**config.mk**
```make
export PLATFORM = sky130hd
export DESIGN_NAME = mvm_ctrl_pipe
export DESIGN_NICKNAME = d
export VERILOG_FILES = /design/src/rtl/mvm_ctrl_pipe.sv
export SDC_FILE = /design/constraint.sdc
export NUM_CORES = 1
export LEC_CHECK = 0
export BUFFER_PORTS_ARGS = -buffer_cell sky130_fd_sc_hd__buf_2
export CAP_MARGIN = 5
export CORE_MARGIN = 2
export CORE_UTILIZATION = 55
export DETAILED_ROUTE_END_ITERATION = 10
export PLACE_DENSITY_LB_ADDON = 0.15
export SLEW_MARGIN = 20
export SYNTH_ARGS = -nofsm -noshare
export SYNTH_HDL_FRONTEND = slang
export SYNTH_SLANG_ARGS = --single-unit
```
**constraint.sdc**
```tcl
create_clock -name clk -period 3.2 [get_ports clk]
set_input_delay 0.32 -clock clk [delete_from_list [all_inputs] [get_ports clk]]
set_output_delay 0.32 -clock clk [all_outputs]
set_load 0.1 [all_outputs]
```
**src/rtl/mvm_ctrl_pipe.sv**
```systemverilog
// MVM read sequencer: walks every vector chunk for each matrix row, issues SRAM
// read addresses, and delays accumulator tags by RD_LAT to line up with read data.
module mvm_ctrl_pipe #(
   parameter int VEC_ADDRW = 8,
   parameter int MAT_ADDRW = 9,
   parameter int VEC_SIZEW = VEC_ADDRW + 1,
   parameter int MAT_SIZEW = MAT_ADDRW + 1,
   parameter int RD_LAT    = 2
) (
   input  logic                 clk,
   input  logic                 rst,
   input  logic                 start,
   input  logic [VEC_ADDRW-1:0] vec_start_addr,
   input  logic [VEC_SIZEW-1:0] vec_num_words,
   input  logic [MAT_ADDRW-1:0] mat_start_addr,
   input  logic [MAT_SIZEW-1:0] mat_num_rows_per_olane,
   input  logic [MAT_ADDRW-1:0] mat_row_stride,
   input  logic                 stall,
   input  logic                 abort,
   output logic                 rd_en,
   output logic [VEC_ADDRW-1:0] vec_raddr,
   output logic [MAT_ADDRW-1:0] mat_raddr,
   output logic                 accum_first,
   output logic                 accum_last,
   output logic                 ovalid,
   output logic [MAT_SIZEW-1:0] orow,
   output logic                 busy,
   output logic                 done,
   output logic                 cfg_err
);

   typedef enum logic [1:0] {IDLE, RUN, DRAIN} state_t;
   localparam int DW = 4;

   state_t               state, state_nxt;
   logic [VEC_ADDRW-1:0] vec_start_q;
   logic [VEC_SIZEW-1:0] n_q, chunk_q;
   logic [MAT_SIZEW-1:0] r_q, row_q;
   logic [MAT_ADDRW-1:0] stride_q, row_base_q;
   logic [DW-1:0]        drain_q;
   logic                 done_q, cfg_err_q;

   // Tag pipeline: stage 1 is loaded at issue, stage RD_LAT lines up with read data.
   logic [RD_LAT:1]                vld_pipe, first_pipe, last_pipe;
   logic [RD_LAT:1][MAT_SIZEW-1:0] row_pipe;

   logic accept, issue, finish, zero_cfg, last_chunk, last_row;

   assign zero_cfg   = (vec_num_words == '0) || (mat_num_rows_per_olane == '0);
   assign last_chunk = (chunk_q == n_q - VEC_SIZEW'(1));
   assign last_row   = (row_q == r_q - MAT_SIZEW'(1));

   always_comb begin
      state_nxt = state;
      accept    = 1'b0;
      issue     = 1'b0;
      finish    = 1'b0;
      case (state)
         IDLE: begin
            accept = start;
            if (start && !zero_cfg) state_nxt = RUN;
         end
         RUN: begin
            if (abort) state_nxt = IDLE;
            else if (!stall) begin
               issue = 1'b1;
               if (last_chunk && last_row) state_nxt = DRAIN;
            end
         end
         DRAIN: begin
            if (abort) state_nxt = IDLE;
            else if (drain_q == DW'(RD_LAT - 1)) begin
               finish    = 1'b1;
               state_nxt = IDLE;
            end
         end
         default: state_nxt = IDLE;
      endcase
   end

   always_ff @(posedge clk or negedge rst) begin
      if (!rst) begin
         state       <= IDLE;
         vec_start_q <= '0;
         n_q         <= '0;
         r_q         <= '0;
         stride_q    <= '0;
         chunk_q     <= '0;
         row_q       <= '0;
         row_base_q  <= '0;
         drain_q     <= '0;
         done_q      <= 1'b0;
         cfg_err_q   <= 1'b0;
      end else begin
         state  <= state_nxt;
         done_q <= finish || (accept && zero_cfg);
         if (accept) begin
            vec_start_q <= vec_start_addr;
            n_q         <= vec_num_words;
            r_q         <= mat_num_rows_per_olane;
            stride_q    <= mat_row_stride;
            row_base_q  <= mat_start_addr;
            chunk_q     <= '0;
            row_q       <= '0;
            drain_q     <= '0;
            cfg_err_q   <= zero_cfg;
         end else if (issue) begin
            // row_base tracks mat_start + row*stride incrementally
            if (last_chunk) begin
               chunk_q    <= '0;
               row_q      <= row_q + MAT_SIZEW'(1);
               row_base_q <= row_base_q + stride_q;
            end else begin
               chunk_q <= chunk_q + VEC_SIZEW'(1);
            end
         end else if (state == DRAIN) begin
            drain_q <= drain_q + DW'(1);
         end
      end
   end

   always_ff @(posedge clk or negedge rst) begin
      if (!rst) begin
         vld_pipe   <= '0;
         first_pipe <= '0;
         last_pipe  <= '0;
         row_pipe   <= '0;
      end else if (abort && state != IDLE) begin
         vld_pipe   <= '0;
         first_pipe <= '0;
         last_pipe  <= '0;
         row_pipe   <= '0;
      end else begin
         vld_pipe[1]   <= issue;
         first_pipe[1] <= issue && (chunk_q == '0);
         last_pipe[1]  <= issue && last_chunk;
         row_pipe[1]   <= issue ? row_q : '0;
         for (int i = 2; i <= RD_LAT; i++) begin
            vld_pipe[i]   <= vld_pipe[i-1];
            first_pipe[i] <= first_pipe[i-1];
            last_pipe[i]  <= last_pipe[i-1];
            row_pipe[i]   <= row_pipe[i-1];
         end
      end
   end

   assign rd_en       = issue;
   assign vec_raddr   = (state == RUN) ? vec_start_q + VEC_ADDRW'(chunk_q) : '0;
   assign mat_raddr   = (state == RUN) ? row_base_q + MAT_ADDRW'(chunk_q) : '0;
   assign accum_first = vld_pipe[RD_LAT] & first_pipe[RD_LAT];
   assign accum_last  = vld_pipe[RD_LAT] & last_pipe[RD_LAT];
   assign ovalid      = accum_last;
   assign orow        = vld_pipe[RD_LAT] ? row_pipe[RD_LAT] : '0;
   assign busy        = (state != IDLE);
   assign done        = done_q;
   assign cfg_err     = cfg_err_q;

endmodule

```
==> results_dict.tcl, run 1 <==
set metrics [dict create \
    postRouteWirelength_um 12510 \
    layout.cells.most_common "sky130_fd_sc_hd__nand2_1" \
    grt_util_all_layers 0.2362 \
    layout_stage_area_growth_over_the_synthesis_result_pct 15.13 \
    die_h_um 105.3 \
    main_combinational_cell_family_by_area_after_synthesis "simple AND/OR/NAND/NOR gates" \
    numCtsBuffers 9 \
    ir_drop_uv 325.5 \
    floorplan.core_area_um2 9864 \
    placement.io_buffers 83 \
    n_antenna_cell 0 \
    via_count_of_the_first_global_routing_pass 4288 \
    ctsLongestPathBuffers 2 \
    drv.max_cap_violation_count 0 \
    dp_slack_ps 277.2 \
    synth-xor-area-share 0.06834 \
    worstPathMaxFanout 6 \
    timing.critical_path.arrival_ps 2790 \
    worst_ep_required_time_ps 2880 \
    grt_antenna_before_repair 0 \
    avgRoutedWirePerCell_um 14.80 \
    run_status "complete, no violations" \
    period_minus_slack_ps 3110 \
    total_power_uw 3802 \
    mostFrequentLayoutCells "sky130_fd_sc_hd__nand2_1, sky130_fd_sc_hd__dfrtp_1, sky130_fd_sc_hd__buf_2" \
    hold_class "in2reg" \
    grt_met3_usage 0.02721 \
    post_route_cells_drive_above_1_share 0.1854 \
    max_freq_mhz 321.5 \
    groute.layer.met1.usage 0.3375 \
    dieArea_um2 11080 \
    timing.setup.critical_path_class "reg2out" \
    synth_simple_gate_area_frac 0.2498 \
    async_reset_ff_frac 1.000 \
    post_synth.cell_area_avg_um2 8.951 \
    clock_skew_ps 8.913 \
    layout.nets 790 \
    route.antenna.remaining_nets 0 \
    maxSlewViolCount 0 \
    h-tree-depth 3 \
    syn_nets 713 \
    ioPinCount 84 \
    timing.final.hold_violations 0 \
    vias 4629 \
    fillerInstances 838 \
    effective_utilization_at_floorplan 0.5717 \
    netlist_instances 630 \
    netlist-cell-type-count 56 \
    drt_first_pass_iters 5 \
    critical_path.startpoint_type "flip-flop" \
    synth_mux_area_frac 0.01065 \
    vias_per_cell 5.478 \
    final_critical_path_setup_slack_ps 89.95 \
    critPathCaptureType "output port" \
    grt_most_used_layer "met2" \
    worst-slew-pin-transition_ps 608.5 \
    clock_tree.root_cell "sky130_fd_sc_hd__clkbuf_8" \
    clk_pin_slew_ps 100 \
    clk_sink_count 98 \
    drc_errors 0 \
    synthAdderAreaFrac 0.07721 \
    dieWidth_um 105.3 \
    placement_rows 36 \
    synth_sequential_area_ratio 0.4349 \
    setup_viol 0 \
    grt_first_pass_wirelength_um 20870 \
    insertion_delay_ps 380 \
    grt_start_max_net_pins 57 \
    groute.layer.met2.usage 0.3760 \
    mappedNetlistArea_um2 5639 \
    dp_hpwl_um 9078 \
    clock_tree_from_tritoncts "done" \
    power_density_nw_per_um2 585.6 \
    period_share 0.9719 \
    drt_iter0_markers 222 \
    slew_headroom 0.5890 \
    dominantRegCellSynth "sky130_fd_sc_hd__dfrtp_1" \
    p_leak_uw 0.003257 \
    postPlaceCellArea_um2 6216 \
    routabilityCongestion 0.8505 \
    synth_area_in_compound_gates 0.1227 \
    grt_remaining_overflow 0 \
    final_area_um2 6492 \
    yosys_warnings 0 \
    count_of_flip_flops_with_a_built_in_enable_after_synthesis 0 \
    number_of_synthesized_register_bits 98 \
]
## power by group
part / internal [uW] / leakage, uW / switching [uW]
sequential: 1370 / 0.00128 / 159
combinational: 473 / 0.00187 / 928
clock: 399 / 0.000107 / 472
total: 2240 / 0.00326 / 1560
## metal layers
layer	routed length (um)	vias to the layer above
met5	0	-
met4	140	0
met3	630	12
met2	5799	130
met1	5937	2183
li1	-	2304
## final cells by class
class	count	area, um2	share of cell area
clock buffers	10	137.6	0.02120
clock inverters	6	77.57	0.01195
inverters	27	101.3	0.01561
multi-input cells	479	3029	0.4666
flip-flops and latches	98	2455	0.3781
well taps	133	166.4	0.02563
repair buffers	92	525.5	0.08094
## per-stage QoR
step             util  hold slack, ps  std cells  setup TNS, ps
2_1_floorplan       -           24.41        630              0
3_3_place_gp   0.6301           346.3        826              0
3_5_place_dp   0.6301           347.5        826              0
4_1_cts        0.6546           113.3        843              0
5_1_grt        0.6582           134.8        845         -24.14
6_report       0.6582           125.2        845              0
## sequential cells by signal (all words and copies together), names as in the netlist, 4 cells and up
register	count
chunk_q	9
drain_q	4
n_q	9
r_q	10
row_base_q	9
row_pipe	20
row_q	10
stride_q	9
vec_start_q	8
## path summary, 6_finish.rpt
check	from	endpoint	slack (ps)	depth (start not counted)
max	chunk_q[0]	mat_raddr[8]	90	10
min	mat_row_stride[8]	stride_q[8]	130	3
max reg2reg	n_q[0]	row_q[6]	290	8
min reg2reg	vld_pipe[1]	vld_pipe[2]	460	1
max in group asynchronous	rst	chunk_q[1]	2050	3
min in group asynchronous	rst	vec_start_q[5]	470	2
## logic make-up after synthesis
family / count (synthesis)
simple gates: 292
fa+ha+maj: 33
xor+xnor: 44
flops: 98
mux: 6
compound gates: 104
buf+inv: 53
## cells in the mapped netlist (all sizes together) (3+ instances only)
library cell / number / share of area
clkbuf: 21 / 0.014
dfrtp: 98 / 0.43
o22ai: 5 / 0.0055
and3: 4 / 0.0044
and2: 38 / 0.042
o21a: 7 / 0.0093
a21oi: 16 / 0.014
nor2b: 11 / 0.012
nand2b: 6 / 0.0067
nor3: 12 / 0.011
xor2: 21 / 0.033
nor4: 8 / 0.013
nand4: 5 / 0.0055
a21o: 6 / 0.0080
ha: 30 / 0.067
a31oi: 7 / 0.0078
buf: 5 / 0.0044
o31ai: 6 / 0.0080
or3: 9 / 0.010
mux2i: 6 / 0.011
nand2: 125 / 0.084
o21ai: 28 / 0.025
a211oi: 3 / 0.0040
xnor2: 23 / 0.036
nor2: 40 / 0.027
nand3: 23 / 0.020
o41ai: 5 / 0.0078
inv: 27 / 0.018
or4: 5 / 0.0067
o21ba: 4 / 0.0071
fa: 3 / 0.011
## what timing repair did
item,CTS,global route
pin swaps,0,4
resized for setup,5,7
hold endpoints to repair,42,0
setup buffers,0,2
endpoints found under the setup margin,4,7
hold buffers,1,0
## worst max-delay path: stages, from the launching register on
cell	delay, ps
sky130_fd_sc_hd__dfrtp_2	460
sky130_fd_sc_hd__ha_2	210
sky130_fd_sc_hd__fa_2	350
sky130_fd_sc_hd__a21o_1	180
sky130_fd_sc_hd__a21oi_2	170
sky130_fd_sc_hd__nor2b_2	70
sky130_fd_sc_hd__o21a_1	190
sky130_fd_sc_hd__o41ai_2	320
sky130_fd_sc_hd__xnor2_1	120
sky130_fd_sc_hd__nor2_2	160
sky130_fd_sc_hd__buf_12	190
(Power assumes the default switching activity.)
==> run 2: changes to the inputs <==
Settings changed: CTS_BUF_LIST from default to sky130_fd_sc_hd__clkbuf_4.
==> run 2 against run 1 <==
Global-route usage shrank 0.15 points. Setup slack lost 98 ps. Flip-flop and latch count unchanged. Cell count rose by 0.24%. Total power fell by 3.9%. Utilization decreased by 0.22 points. Sequential share of layout area is 0.16 points higher. Critical path type unchanged. The flow now finishes with violations (setup timing). Highest routed layer unchanged. Die area is the same.
==> results_dict.tcl, run 2 (synthesized netlist as in run 1, its figures left out) <==
set metrics [dict create \
    top_regs "row_pipe x20, r_q x10, row_q x10" \
    dieWidth_um 105.3 \
    n_antenna_cell 0 \
    insertion_delay_ps 470 \
    cell_internal_power_uw 2108 \
    timing.critical_path.max_delay_family "compound AO/OA/AOI/OAI gates" \
    avgRoutedWirePerCell_um 14.68 \
    die_h_um 105.3 \
    swShare 0.4233 \
    share_comb_of_total_power 0.387 \
    switchingPower_uw 1547 \
    final_critical_path_setup_slack_ps -7.918 \
    setup_viol 1 \
    dp_hpwl_um 9078 \
    power_density_nw_per_um2 564.8 \
    critPathCaptureType "output port" \
    vias_per_cell 5.486 \
    ir_drop_uv 340.1 \
    drv.max_cap_violation_count 0 \
    grt_start_max_net_pins 57 \
    max_freq_mhz 311.7 \
    grt_remaining_overflow 0 \
    slew_headroom 0.5806 \
    placement.io_buffers 83 \
    total_power_uw 3655 \
    drt_first_pass_iters 5 \
    postRouteWirelength_um 12440 \
    p_leak_uw 0.003238 \
    critical_path_buf_inv_count 1 \
    area_of_the_multi_input_gates_um2 3045 \
    grt_util_all_layers 0.2347 \
    layout.nets 792 \
    run_status "complete, but fails checks" \
    timing.critical_path.arrival_ps 2890 \
    worstPathMaxFanout 6 \
    failed_checks "setup timing" \
    dieArea_um2 11080 \
    numCtsBuffers 9 \
    register_ranked_first_by_flip_flop_count "row_pipe" \
    timing.setup.critical_path_class "reg2out" \
    period_minus_slack_ps 3208 \
    layout.cells.most_common "sky130_fd_sc_hd__nand2_1" \
    via_count_of_the_first_global_routing_pass 4233 \
    clock_power_share 0.194 \
    maxSlewViolCount 0 \
    clock_tree.root_cell "sky130_fd_sc_hd__clkbuf_4" \
    layout_stage_area_growth_over_the_synthesis_result_pct 14.75 \
    mostFrequentLayoutCells "sky130_fd_sc_hd__nand2_1, sky130_fd_sc_hd__dfrtp_1, sky130_fd_sc_hd__buf_2" \
    post_route_cells_drive_above_1_share 0.1919 \
    worst-slew-pin-transition_ps 620.9 \
    largest_reg_flops 20 \
    fin_util 0.6560 \
    critical_path.slowest_cell "sky130_fd_sc_hd__dfrtp_2" \
    period_share 1.002 \
    fillerInstances 837 \
    clk_sink_count 98 \
    timing.critical_path.cells "ha_4 -> fa_2 -> a21o_1 -> a21oi_2 -> nor2b_2 -> o21a_1 -> o41ai_2 -> xnor2_1 -> nor2_2 -> buf_12" \
    drc_errors 0 \
    seq_power_share 0.419 \
    grt_setup_unrepaired "yes" \
    vias 4647 \
    timing.final.hold_violations 0 \
    critical_path.startpoint_type "flip-flop" \
    clock_skew_ps 17.14 \
    ctsLongestPathBuffers 2 \
    worst_ep_required_time_ps 2880 \
    placement_rows 36 \
    grt_antenna_before_repair 0 \
    floorplan.core_area_um2 9864 \
    routabilityCongestion 0.8505 \
    effective_utilization_at_floorplan 0.5717 \
    ioPinCount 84 \
    grt_first_pass_wirelength_um 20730 \
    h-tree-depth 3 \
    route.antenna.remaining_nets 0 \
    clk_pin_slew_ps 160 \
    regArea_um2 2457 \
    tns_ps -7.918 \
    crit_path_max_incr_delay_ps 490 \
    drt_iter0_markers 284 \
    clock_tree_from_tritoncts "done" \
    hold_class "in2reg" \
]
run 2: cell count changes in the layout (fill, tap and decap cells not counted):
cell / change
sky130_fd_sc_hd__a21oi_1: -1
sky130_fd_sc_hd__clkinv_1: +1
sky130_fd_sc_hd__clkbuf_8: -10
sky130_fd_sc_hd__ha_2: -1
sky130_fd_sc_hd__dfrtp_1: -2
sky130_fd_sc_hd__a21oi_2: +1
sky130_fd_sc_hd__clkbuf_4: +8
sky130_fd_sc_hd__buf_6: +3
sky130_fd_sc_hd__ha_4: +1
sky130_fd_sc_hd__fa_1: -1
sky130_fd_sc_hd__dfrtp_2: +2
sky130_fd_sc_hd__fa_2: +1
run 2: worst reg2reg max path: cells and delay by family, from the launching register on:
kind	cells	cell delay, ps
and+or+nand+nor	4	1590
buffers and inverters	1	100
adders and majority gates	1	290
DFF	1	510
AOI/OAI and AO/OA	2	390
run 2: cell type report:
type	count	share of cell area
Multi-Input combinational cell	479	0.4706
Sequential cell	98	0.3797
Timing Repair Buffer	94	0.08527
Tap cell	133	0.02572
Inverter	27	0.01566
Clock inverter	7	0.01257
Clock buffer	9	0.01044
run 2: worst paths after layout:
path	start	cells after the start	slack, ps	endpoint
hold / removal	mat_row_stride[8]	3	20	stride_q[8]
max in group asynchronous	rst	3	2170	chunk_q[1]
hold reg to reg	vld_pipe[1]	1	470	vld_pipe[2]
setup reg to reg	n_q[0]	8	270	row_q[6]
min in group asynchronous	rst	2	370	n_q[0]
setup / recovery	chunk_q[0]	10	-8	mat_raddr[8]
run 2: routing by layer:
layer | wire length [um] | part of all wire | GRT usage | vias up
met5 | 0 | 0 | 0 | -
met1 | 6042 | 0.49 | 0.3396 | 2214
met4 | 170 | 0.014 | 0.07333 | 0
met2 | 5728 | 0.46 | 0.3659 | 112
li1 | - | - | - | 2308
met3 | 496 | 0.040 | 0.03401 | 13
run 2: timing repair:
item / 4_1_cts / 5_1_grt
endpoints found under the setup margin: 5 / 8
buffers inserted: 0 / 4
pin swaps: 0 / 5
cloned: 0 / 0
hold endpoints to repair: 42 / 0
resized for setup: 7 / 13
hold buffers: 1 / 0
run 2: per-stage QoR:
stage | worst slack (ps) | hold slack, ps | instance area (um2) | instances
2_1_floorplan | 18.78 | 24.41 | 5662 | 630
3_3_place_gp | 386.4 | 346.3 | 6216 | 826
3_5_place_dp | 277.2 | 347.5 | 6216 | 826
4_1_cts | -96.47 | 6.712 | 6395 | 843
5_1_grt | -127.5 | 20.71 | 6471 | 847
6_report | -7.918 | 21.07 | 6471 | 847
run 2: power by group through the flow:
stage	clock, uW	combinational [uW]	sequential (uW)
after floorplan	0	1100	1510
after global placement	0	1340	1540
after detailed placement	0	1370	1550
after CTS	722	1390	1530
after global routing	775	1550	1550
final	710	1420	1530
==> run 3: changes to the inputs <==
Settings changed: CAP_MARGIN 5 to default, CELL_PAD_IN_SITES_DETAIL_PLACEMENT from default to 1, CELL_PAD_IN_SITES_GLOBAL_PLACEMENT from default to 2, CORE_UTILIZATION 55 to 36.
==> run 3 against run 2 <==
The run now ends clean. Critical path depth did not move. Routed wire length rose by 25%. Worst hold slack improved by 16 ps. Die area rose by 51%. Sequential share of layout area fell by 1.9 points. Global-route usage fell by 3.7 points. Clock-buffer cell count did not move. Clock skew rose by 4.1 ps. Utilization fell by 21 points. Non-clock buffer count rose by 20. Setup slack improved by 130 ps. Fmax rose by 4.2%. Critical endpoint unchanged. Largest power group unchanged.
==> results_dict.tcl, run 3 (synthesized netlist as in run 1, its figures left out) <==
set metrics [dict create \
    layout_stage_area_growth_over_the_synthesis_result_pct 20.77 \
    grt_antenna_before_repair 0 \
    total_power_uw 3772 \
    maxSlewViolCount 0 \
    worstPathMaxFanout 3 \
    worst-slew-pin-transition_ps 816.5 \
    vias 4740 \
    floorplan.core_area_um2 15260 \
    worst_ep_required_time_ps 2880 \
    timing.final.hold_violations 0 \
    setup_viol 0 \
    h-tree-depth 3 \
    dr_wl_met3_um 450 \
    drt-met1-wl_um 7895 \
    tns_ps 0 \
    layout.cells.most_common "sky130_fd_sc_hd__nand2_1" \
    mostFrequentLayoutCells "sky130_fd_sc_hd__nand2_1, sky130_fd_sc_hd__dfrtp_1, sky130_fd_sc_hd__buf_2" \
    largest_reg_flops 20 \
    timing.critical_path.arrival_ps 2760 \
    fin_util 0.4463 \
    clock_skew_ps 21.23 \
    routabilityCongestion 0.8473 \
    vias_per_cell 5.016 \
    clock_tree.root_cell "sky130_fd_sc_hd__clkbuf_4" \
    route.antenna.remaining_nets 0 \
    postPlaceCellArea_um2 6329 \
    ir_drop_uv 230.2 \
    period_minus_slack_ps 3079 \
    period_share 0.9623 \
    drt_iter0_markers 208 \
    drt_first_pass_iters 4 \
    timing.setup.critical_path_class "reg2out" \
    top_regs "row_pipe x20, r_q x10, row_q x10" \
    dieWidth_um 129.2 \
    postRouteWirelength_um 15560 \
    n_antenna_cell 0 \
    p_leak_uw 0.003349 \
    clock_tree_from_tritoncts "done" \
    max_freq_mhz 324.8 \
    ioPinCount 84 \
    critical_path.startpoint_type "flip-flop" \
    insertion_delay_ps 490 \
    register_ranked_first_by_flip_flop_count "row_pipe" \
    ctsLongestPathBuffers 2 \
    clk_pin_slew_ps 170 \
    grt_util_all_layers 0.1982 \
    placement_rows 45 \
    power_density_nw_per_um2 553.9 \
    grt_remaining_overflow 0 \
    fillerInstances 1807 \
    dieArea_um2 16680 \
    post_route_cells_drive_above_1_share 0.1989 \
    slew_headroom 0.4486 \
    run_status "complete, no violations" \
    dp_hpwl_um 11370 \
    via_count_of_the_first_global_routing_pass 5036 \
    placement.io_buffers 83 \
    avgRoutedWirePerCell_um 16.47 \
    hold_class "in2reg" \
    grt_start_max_net_pins 58 \
    drv.max_cap_violation_count 0 \
    grt_setup_unrepaired "yes" \
    effective_utilization_at_floorplan 0.3696 \
    grt_first_pass_wirelength_um 26050 \
    detailroute.wirelength.met2_um 7119 \
    final_critical_path_setup_slack_ps 120.7 \
    die_h_um 129.2 \
    layout.nets 812 \
    numCtsBuffers 9 \
    critPathCaptureType "output port" \
    final_area_um2 6810 \
    dp_slack_ps 248.8 \
    drc_errors 0 \
    clk_sink_count 98 \
    topRoutingLayerUsed "met4" \
]
==> run 3: changes by cell type in the layout (fill, tap and decap cells not counted), moves of 2 or more <==
cell / delta
sky130_fd_sc_hd__buf_8: +2
sky130_fd_sc_hd__a21oi_2: +2
sky130_fd_sc_hd__dlygate4sd3_1: +15
sky130_fd_sc_hd__a21oi_1: -2
sky130_fd_sc_hd__buf_4: +4
sky130_fd_sc_hd__buf_6: -3
==> run 3: report_power, final <==
group          internal [uW]  switching [uW]  leakage (uW)
clock network            259             488     0.0000833
logic                    514             978       0.00199
registers               1370             163       0.00128
total                   2140            1630       0.00335
==> run 3: metal layers <==
| layer | global-route usage | up-vias |
|---|---|---|
| li1 | - | 2352 |
| met1 | 0.2819 | 2306 |
| met2 | 0.3198 | 74 |
| met3 | 0.03964 | 8 |
| met4 | 0.03133 | 0 |
| met5 | 0 | - |
==> run 3: final timing paths <==
kind                                   start      endpoint  slack (ps)  depth (start not counted)
max in group asynchronous                rst  row_pipe[17]        2090                          3
min reg2reg                      vld_pipe[1]   vld_pipe[2]         470                          1
max reg2reg                           n_q[0]      row_q[9]         340                          8
max                               chunk_q[0]  mat_raddr[8]         120                         10
min                        mat_row_stride[2]   stride_q[2]          40                          3
min in group asynchronous                rst   stride_q[4]         360                          2
==> run 3: layout make-up <==
type	count	area, um2	share of cell area
Sequential cell	98	2456	0.3606
Inverter	27	101.3	0.01488
Multi-Input combinational cell	479	3074	0.4514
Clock buffer	9	67.56	0.009921
Timing Repair Buffer	114	753.2	0.1106
Clock inverter	7	93.84	0.01378
Tap cell	211	264.0	0.03877
==> run 3: timing repair <==
action | 4_1_cts | 5_1_grt
hold endpoints to repair | 56 | 0
buffers inserted | 3 | 4
resized for setup | 11 | 17
endpoints found under the setup margin | 5 | 15
hold buffers | 16 | 0
pin swaps | 1 | 4
==> run 3: stage by stage <==
stage | hold WS [ps] | std cells
global placement | 370.7 | 906
global route | 7.201 | 945
finish | 36.94 | 945
floorplan | 24.41 | 630
CTS | 1.178 | 941
detailed placement | 372.5 | 906
==> run 3: critical path, stage by stage (launching register included) <==
cell and delay (ps):
sky130_fd_sc_hd__dfrtp_2 480, sky130_fd_sc_hd__ha_4 180, sky130_fd_sc_hd__fa_2 340, sky130_fd_sc_hd__a21o_1 170, sky130_fd_sc_hd__a21oi_2 160, sky130_fd_sc_hd__nor2b_2 70
sky130_fd_sc_hd__o21a_1 200, sky130_fd_sc_hd__o41ai_2 230, sky130_fd_sc_hd__xnor2_1 110, sky130_fd_sc_hd__nor2_2 140, sky130_fd_sc_hd__buf_12 190
